--- src/rtl/alu_result_stage.sv ---
// ALU result stage: 2-entry in-order FIFO that retires results and updates the NZCV flag register.
// Optional macro ALU_RESULT_STAGE_PARITY_EN adds out_parity (XOR-reduction of out_result).
module alu_result_stage #(
    parameter int WIDTH = 64
) (
    input  logic             clk,
    input  logic             reset_n,
    input  logic             in_valid,
    output logic             in_ready,
    input  logic [WIDTH-1:0] in_result,
    input  logic             in_cout,
    input  logic             in_ovf,
    input  logic             in_setflags,
    output logic             out_valid,
    input  logic             out_ready,
    output logic [WIDTH-1:0] out_result,
    output logic             flag_n,
    output logic             flag_z,
    output logic             flag_c,
    output logic             flag_v
`ifdef ALU_RESULT_STAGE_PARITY_EN
    ,
    output logic             out_parity
`endif
);

    typedef struct packed {
        logic [WIDTH-1:0] result;
        logic             cout;
        logic             ovf;
        logic             setflags;
    } entry_t;

    entry_t     mem [2];
    entry_t     head;
    logic       wr_ptr;
    logic       rd_ptr;
    logic [1:0] count;
    logic       push;
    logic       pop;

    function automatic logic [3:0] calc_nzcv(input entry_t e);
        return {e.result[WIDTH-1], (e.result == '0), e.cout, e.ovf};
    endfunction

    // Readiness depends only on registered occupancy, never on out_ready.
    assign in_ready  = (count != 2'd2);
    assign out_valid = (count != 2'd0);
    assign push      = in_valid & in_ready;
    assign pop       = out_valid & out_ready;
    assign head      = mem[rd_ptr];

    // Storage is not reset; gating with out_valid keeps out_result at 0 while empty or in reset.
    assign out_result = out_valid ? head.result : '0;

    always_ff @(posedge clk) begin
        if (push) begin
            mem[wr_ptr] <= {in_result, in_cout, in_ovf, in_setflags};
        end
    end

    always_ff @(posedge clk or negedge reset_n) begin
        if (!reset_n) begin
            wr_ptr <= 1'b0;
            rd_ptr <= 1'b0;
            count  <= 2'd0;
            {flag_n, flag_z, flag_c, flag_v} <= 4'b0000;
        end else begin
            if (push) begin
                wr_ptr <= ~wr_ptr;
            end
            if (pop) begin
                rd_ptr <= ~rd_ptr;
            end
            case ({push, pop})
                2'b10:   count <= count + 2'd1;
                2'b01:   count <= count - 2'd1;
                default: ;
            endcase
            if (pop && head.setflags) begin
                {flag_n, flag_z, flag_c, flag_v} <= calc_nzcv(head);
            end
        end
    end

`ifdef ALU_RESULT_STAGE_PARITY_EN
    logic par_mem [2];

    always_ff @(posedge clk) begin
        if (push) begin
            par_mem[wr_ptr] <= ^in_result;
        end
    end

    assign out_parity = out_valid & par_mem[rd_ptr];
`endif

endmodule

--- config.mk ---
export PLATFORM = sky130hd
export DESIGN_NAME = alu_result_stage
export DESIGN_NICKNAME = d
export VERILOG_FILES = /design/src/rtl/alu_result_stage.sv
export SDC_FILE = /design/constraint.sdc
export NUM_CORES = 1
export LEC_CHECK = 0
export BUFFER_PORTS_ARGS = -buffer_cell sky130_fd_sc_hd__buf_2
export CAP_MARGIN = 10
export CORE_UTILIZATION = 45
export CTS_CLUSTER_DIAMETER = 60
export DETAILED_ROUTE_END_ITERATION = 12
export PLACE_DENSITY = 0.72
export SETUP_SLACK_MARGIN = 0.2
export SLEW_MARGIN = 5
export SYNTH_ARGS = -nofsm -noshare
export SYNTH_HDL_FRONTEND = slang
export SYNTH_SLANG_ARGS = --single-unit
--- constraint.sdc ---
create_clock -name clk -period 3.8 [get_ports clk]
set_input_delay 0.76 -clock clk [delete_from_list [all_inputs] [get_ports clk]]
set_output_delay 0.76 -clock clk [all_outputs]
set_load 0.05 [all_outputs]
==> results of run 1 <==
==> worst max-delay path, delay by kind of cell (launching register included) <==
kind,cells,cell delay (ps)
DFF,1,1070
buffers and inverters,2,610
muxes,1,220
and+or+nand+nor,1,60
==> cell families after synthesis <==
family | share of synthesized area
simple gates | 0.101
flops | 0.749
buf+inv | 0.0131
fa+ha+maj | 0.00222
compound gates | 0.00732
xor+xnor | 0.00777
mux | 0.119
==> registers in the layout, summed over array words and instances, names as in the netlist <==
register	count
mem	134
wr_ptr	1
flag_c	1
flag_v	1
count	2
flag_z	1
rd_ptr	1
flag_n	1
==> final cells by class <==
| type | instances | area, µm² | area share |
|---|---|---|---|
| repair buffers | 144 | 768 | 0.108 |
| multi-input cells | 199 | 1360 | 0.191 |
| inverters | 2 | 7.51 | 0.00106 |
| clock buffers | 20 | 437 | 0.0615 |
| diodes | 1 | 2.50 | 0.000352 |
| flip-flops and latches | 142 | 4230 | 0.595 |
| well taps | 168 | 210 | 0.0296 |
| clock inverters | 12 | 96.3 | 0.0136 |
==> per-layer routing <==
layer	vias to the layer above	part of all wire	GRT usage	routed length, µm
met2	132	0.50	0.315	6080
met4	0	0.017	0.0918	213
met1	1749	0.43	0.256	5230
met3	18	0.056	0.0547	680
li1	1673	-	-	-
met5	-	0	0	0
==> per-stage QoR <==
step / setup WS [ps] / utilization / area (µm²) / hold WS [ps] / std cells
after global placement: 1080 / 0.542 / 6570 / 526 / 655
after detailed placement: 1040 / 0.542 / 6570 / 538 / 655
after global routing: 472 / 0.586 / 7100 / 186 / 687
final: 572 / 0.587 / 7110 / 183 / 688
after CTS: 586 / 0.586 / 7100 / 165 / 687
after floorplan: 500 / - / 5640 / 464 / 358
==> worst min-delay path by stage <==
stage | start | endpoint | cells after the start
detailed placement | flag_z | flag_z | 2
finish | reset_n | wr_ptr | 1
CTS | reset_n | wr_ptr | 1
global route | reset_n | flag_z | 1
floorplan | reset_n | count[0] | 0
global placement | mem[0][2] | flag_c | 2
==> layout by cell type (no fill, tap or decap), types with 4 or more instances in the layout <==
cell type	Yosys	layout
nand4_1	7	7
dfrtp_1	8	7
nor2_1	72	70
buf_2	5	140
clkbuf_16	0	17
xnor2_1	4	4
edfxtp_1	134	134
mux2i_1	67	67
nor4_1	30	30
==> results.md, run 1 <==
- Port buffer count: 140
- Slew headroom: 0.303
- CP arrival: between 2000 and 2500 ps
- IO Count: about 140
- Post-DP HPWL: roughly 8400 µm
- Clock latency on the worst-skew pair: around 420 ps
- Seq/Total Area, Yosys: 0.749
- Syn avg cell area: 15.7 µm²
- Tot GR Track Use: 0.199
- Detail Route Antenna Nets: 0
- FF+latch count, synth: 142
- Ys flop type: edfxtp_1
- Crit end category: output pin
- Initial Util: 0.465
- Worst-margin pin slew: 1050 ps
- Fillcell total: slightly below 1000
- Initial DRC Count: 145
- Period utilization: 0.850
- Share of async-settable or async-resettable flops after synthesis: 0.0563
- CP Data Required Time: slightly above 3000 ps
- Syn Inst Count: around 360
- Synth cell count leaders: edfxtp_1, nor2_1, mux2i_1, nor4_1, clkbuf_1
- Max Slew Vio Count: 0
- Hold Vio Cnt, Final: 0
- Number of flops mapped to enable cells by yosys: 134
- Router iterations before antenna repair: 6
- Via count: 3572
- Clk pin slew, worst setup/hold paths: around 60 ps
- Vias in the first global route: 3525
- Setup violations, final: 0
- Synthesis-to-finish area growth: 26.0%
- Post-Route WL: 12200 µm
- DRC viols: 0
- Crit-path max FO: 60
- Cts-stage hold buffer count: 0
- CP Class: reg -> out
- Top cell type's share of synthesized area: 0.714
- Slowest Stage Delay on Critical Path: approximately 1100 ps
- RSZ-0062 raised after global routing: false
- Post-cts repair resize count: 0
- Die H: 114 µm
- CTS Buf Count: 17
- TritonCTS clock tree: done
- Sum Neg Setup Slack: 0 ps
- Drt wl/cell: roughly 18 µm
- Placer Congestion: slightly below 0.8
- Die area: 13000 µm²
- Setup crit end: out_result[22]
- Largest area contributor in the netlist: edfxtp_1
- H-tree levels: 4
- Clock root cell: clkbuf_16
- Max-Cap Viols: 0
- Synth warn: 0
- Max Fclk: 310 MHz
- Worst R2R Path Depth: 5
- Die Wd: 114 µm
- Min Clock Period, post-route: 3230 ps
- CP max-delay cell: dfrtp_4
- Crit Reg-Reg Endpoint: flag_z
- R2r startpoint: rd_ptr
- Antenna violations before repair: 0
- Count of cell types in the netlist: 26
- Core box area: around 12000 µm²
- Syn_nets: 430
- Most numerous cell in the Yosys netlist: edfxtp_1
- Setup Skew: just under 8 ps
- # rows: 40
- Worst Setup SP: rd_ptr
- Global route overflow: 0
- Top cells by area, synth: edfxtp_1, mux2i_1, nor2_1
- First-pass GRT wire length: between 15000 and 20000 µm
- Hold Path Class: in -> async
- R2R setup slack: between 1000 and 1500 ps
- Crit start category: flop
- Largest net degree at the start of global routing: a little over 60
- Net count, final: between 500 and 600
- Clock Sinks: 142
- Status: completed
- Clk buf depth: 2
- Post-synthesis cell area: between 5000 and 6000 µm²
- Post-DR vias/cell: approximately 5.2
- Post-CTS setup buffers: 0
- Layout cells sized above 1: 0.343
- Crit-path cells: buf_4 > mux2i_1 > nor2_1 > buf_2
Power of run 1 is not shown: default switching activity piles up to over one toggle a cycle in this logic, so the estimate is an artifact.
==> run 2: changes to the inputs <==
Settings changed: PLACE_DENSITY 0.72 to 0.69.
Clock period 3.8 ns to 3.13 ns, I/O delays scaled along.
==> run 2 against run 1 <==
Against the previous run: design area rose by 0.19%; utilization rose by 0.11 points; hold slack worse by 110 ps; clock-buffer cell count rose by 9; sequential cell count unchanged; global-route usage fell by 0.70 points; die area is the same; via count fell by 1.5%; non-clock buffer count increased by 2.
==> results.md, run 2 (synthesis results as in run 1) <==
- Clock Sinks: roughly 140
- Max Fclk: 390 MHz
- Commonest non-fill, non-tap cell in the layout: buf_2
- Clk buf depth: 2
- Slew headroom: 0.585
- Status: completed
- Cts-stage hold buffer count: 0
- Worst Setup SP: rd_ptr
- Worst-margin pin slew: approximately 600 ps
- Post-DR vias/cell: 5.11
- Hold Vio Cnt, Final: 0
- Antenna violations before repair: 0
- RSZ-0062 raised after global routing: false
- Port buffer count: between 100 and 150
- Placer Congestion: about 0.79
- Crit Reg-Reg Endpoint: flag_z
- Max Slew Vio Count: 0
- Clock root cell: clkbuf_16
- Crit end category: output pin
- Max-Cap Viols: 0
- Initial DRC Count: about 230
- CTS Buf Count: 17
- Fillcell total: 1007
- Most frequent cells in the layout: buf_2, edfxtp_1, nor2_1
- Hold Path Class: in -> async
- Setup crit end: out_result[16]
- Worst R2R Path Depth: 6
- CP Class: reg -> out
- Post-DP HPWL: between 8000 and 9000 µm
- CP arrival: between 1500 and 2000 ps
- Post-Route WL: roughly 12000 µm
- Die Wd: approximately 110 µm
- Detail Route Antenna Nets: 0
- Clk pin slew, worst setup/hold paths: about 60 ps
- TritonCTS clock tree: done
- Setup violations, final: 0
- Layout cells sized above 1: 0.338
- First-pass GRT wire length: 18300 µm
- Largest net degree at the start of global routing: just under 70
- H-tree levels: 4
- Die area: around 13000 µm²
- Drt wl/cell: roughly 18 µm
- CP Data Required Time: roughly 2500 ps
- Tot GR Track Use: 0.192
- Core box area: 12100 µm²
- Min Clock Period, post-route: around 2600 ps
- Number of antenna diodes: 0
- Global route overflow: 0
- Vias in the first global route: 3571
- DRC viols: 0
- Synthesis-to-finish area growth: 26.3%
- Top reg by flops: mem
- Die H: around 110 µm
- Crit start category: flop
- Setup Skew: between 5 and 6 ps
- R2R setup slack: about 860 ps
- Max reg flops: 134
- IO Count: around 140
- Initial Util: 0.465
- Period utilization: 0.819
- Largest regs: mem: 134 flops, count: 2 flops
- R2r startpoint: rd_ptr
- Clock latency on the worst-skew pair: ~400 ps
- Sum Neg Setup Slack: 0 ps
- # rows: 40
- Net count, final: between 500 and 600
- Final Util: 0.588
- Via count: roughly 3500
- Router iterations before antenna repair: 4
- Crit-path max FO: 24
[run 2: cell count changes in the layout (fill, tap and decap cells not counted)]
cell	previous run	this run
and3_2	1	0
and3_4	0	1
buf_12	3	5
bufinv_16	1	0
clkbuf_1	3	10
clkbuf_8	0	2
clkinv_1	3	0
clkinv_4	1	0
clkinvlp_4	3	0
diode_2	1	0
inv_6	1	0
[run 2: what timing repair did]
| item | in CTS | in global routing |
|---|---|---|
| resized for setup | 0 | 0 |
| endpoints found under the hold margin | 0 | 0 |
| setup buffers | 0 | 1 |
| endpoints found under the setup margin | 0 | 1 |
[run 2: worst min-delay path by stage]
stage               startpoint       end  cells past startpoint
detailed placement     reset_n    flag_n                      1
floorplan              reset_n  count[0]                      0
global placement       reset_n    flag_n                      1
CTS                    reset_n  count[1]                      1
finish                 reset_n    flag_n                      1
global route           reset_n    flag_n                      1
[run 2: layer usage]
| metal | vias to the layer above | wire, µm | track usage |
|---|---|---|---|
| met4 | 0 | 127 | 0.0623 |
| met5 | - | 0 | 0 |
| met2 | 123 | 5900 | 0.312 |
| met1 | 1717 | 5430 | 0.247 |
| met3 | 9 | 745 | 0.0590 |
| li1 | 1671 | - | - |
[run 2: final cells by class]
cell class	instances	area, µm²	share of cell area
Tap cell	168	210	0.0295
Multi-Input combinational cell	199	1360	0.191
Inverter	2	7.51	0.00105
Clock inverter	3	15.0	0.00211
Clock buffer	29	490	0.0689
Timing Repair Buffer	146	808	0.114
Sequential cell	142	4230	0.594
[run 2: critical path: stages, from the launching register on]
cell and delay, ps:
dfrtp_4 720, buf_4 320, mux2i_1 220, nor2_1 50, buf_2 220
[run 2: through the flow]
| stage | instance area (µm²) | setup slack (ps) | cells | hold slack, ps |
|---|---|---|---|---|
| 2_1_floorplan | 5650 | 554 | 358 | 330 |
| 3_3_place_gp | 6590 | 752 | 656 | 483 |
| 3_5_place_dp | 6590 | 722 | 656 | 491 |
| 4_1_cts | 7100 | 287 | 688 | 61.9 |
| 5_1_grt | 7120 | 451 | 689 | 65.5 |
| 6_report | 7120 | 566 | 689 | 69.7 |
Power of run 2 is left out for the same reason.
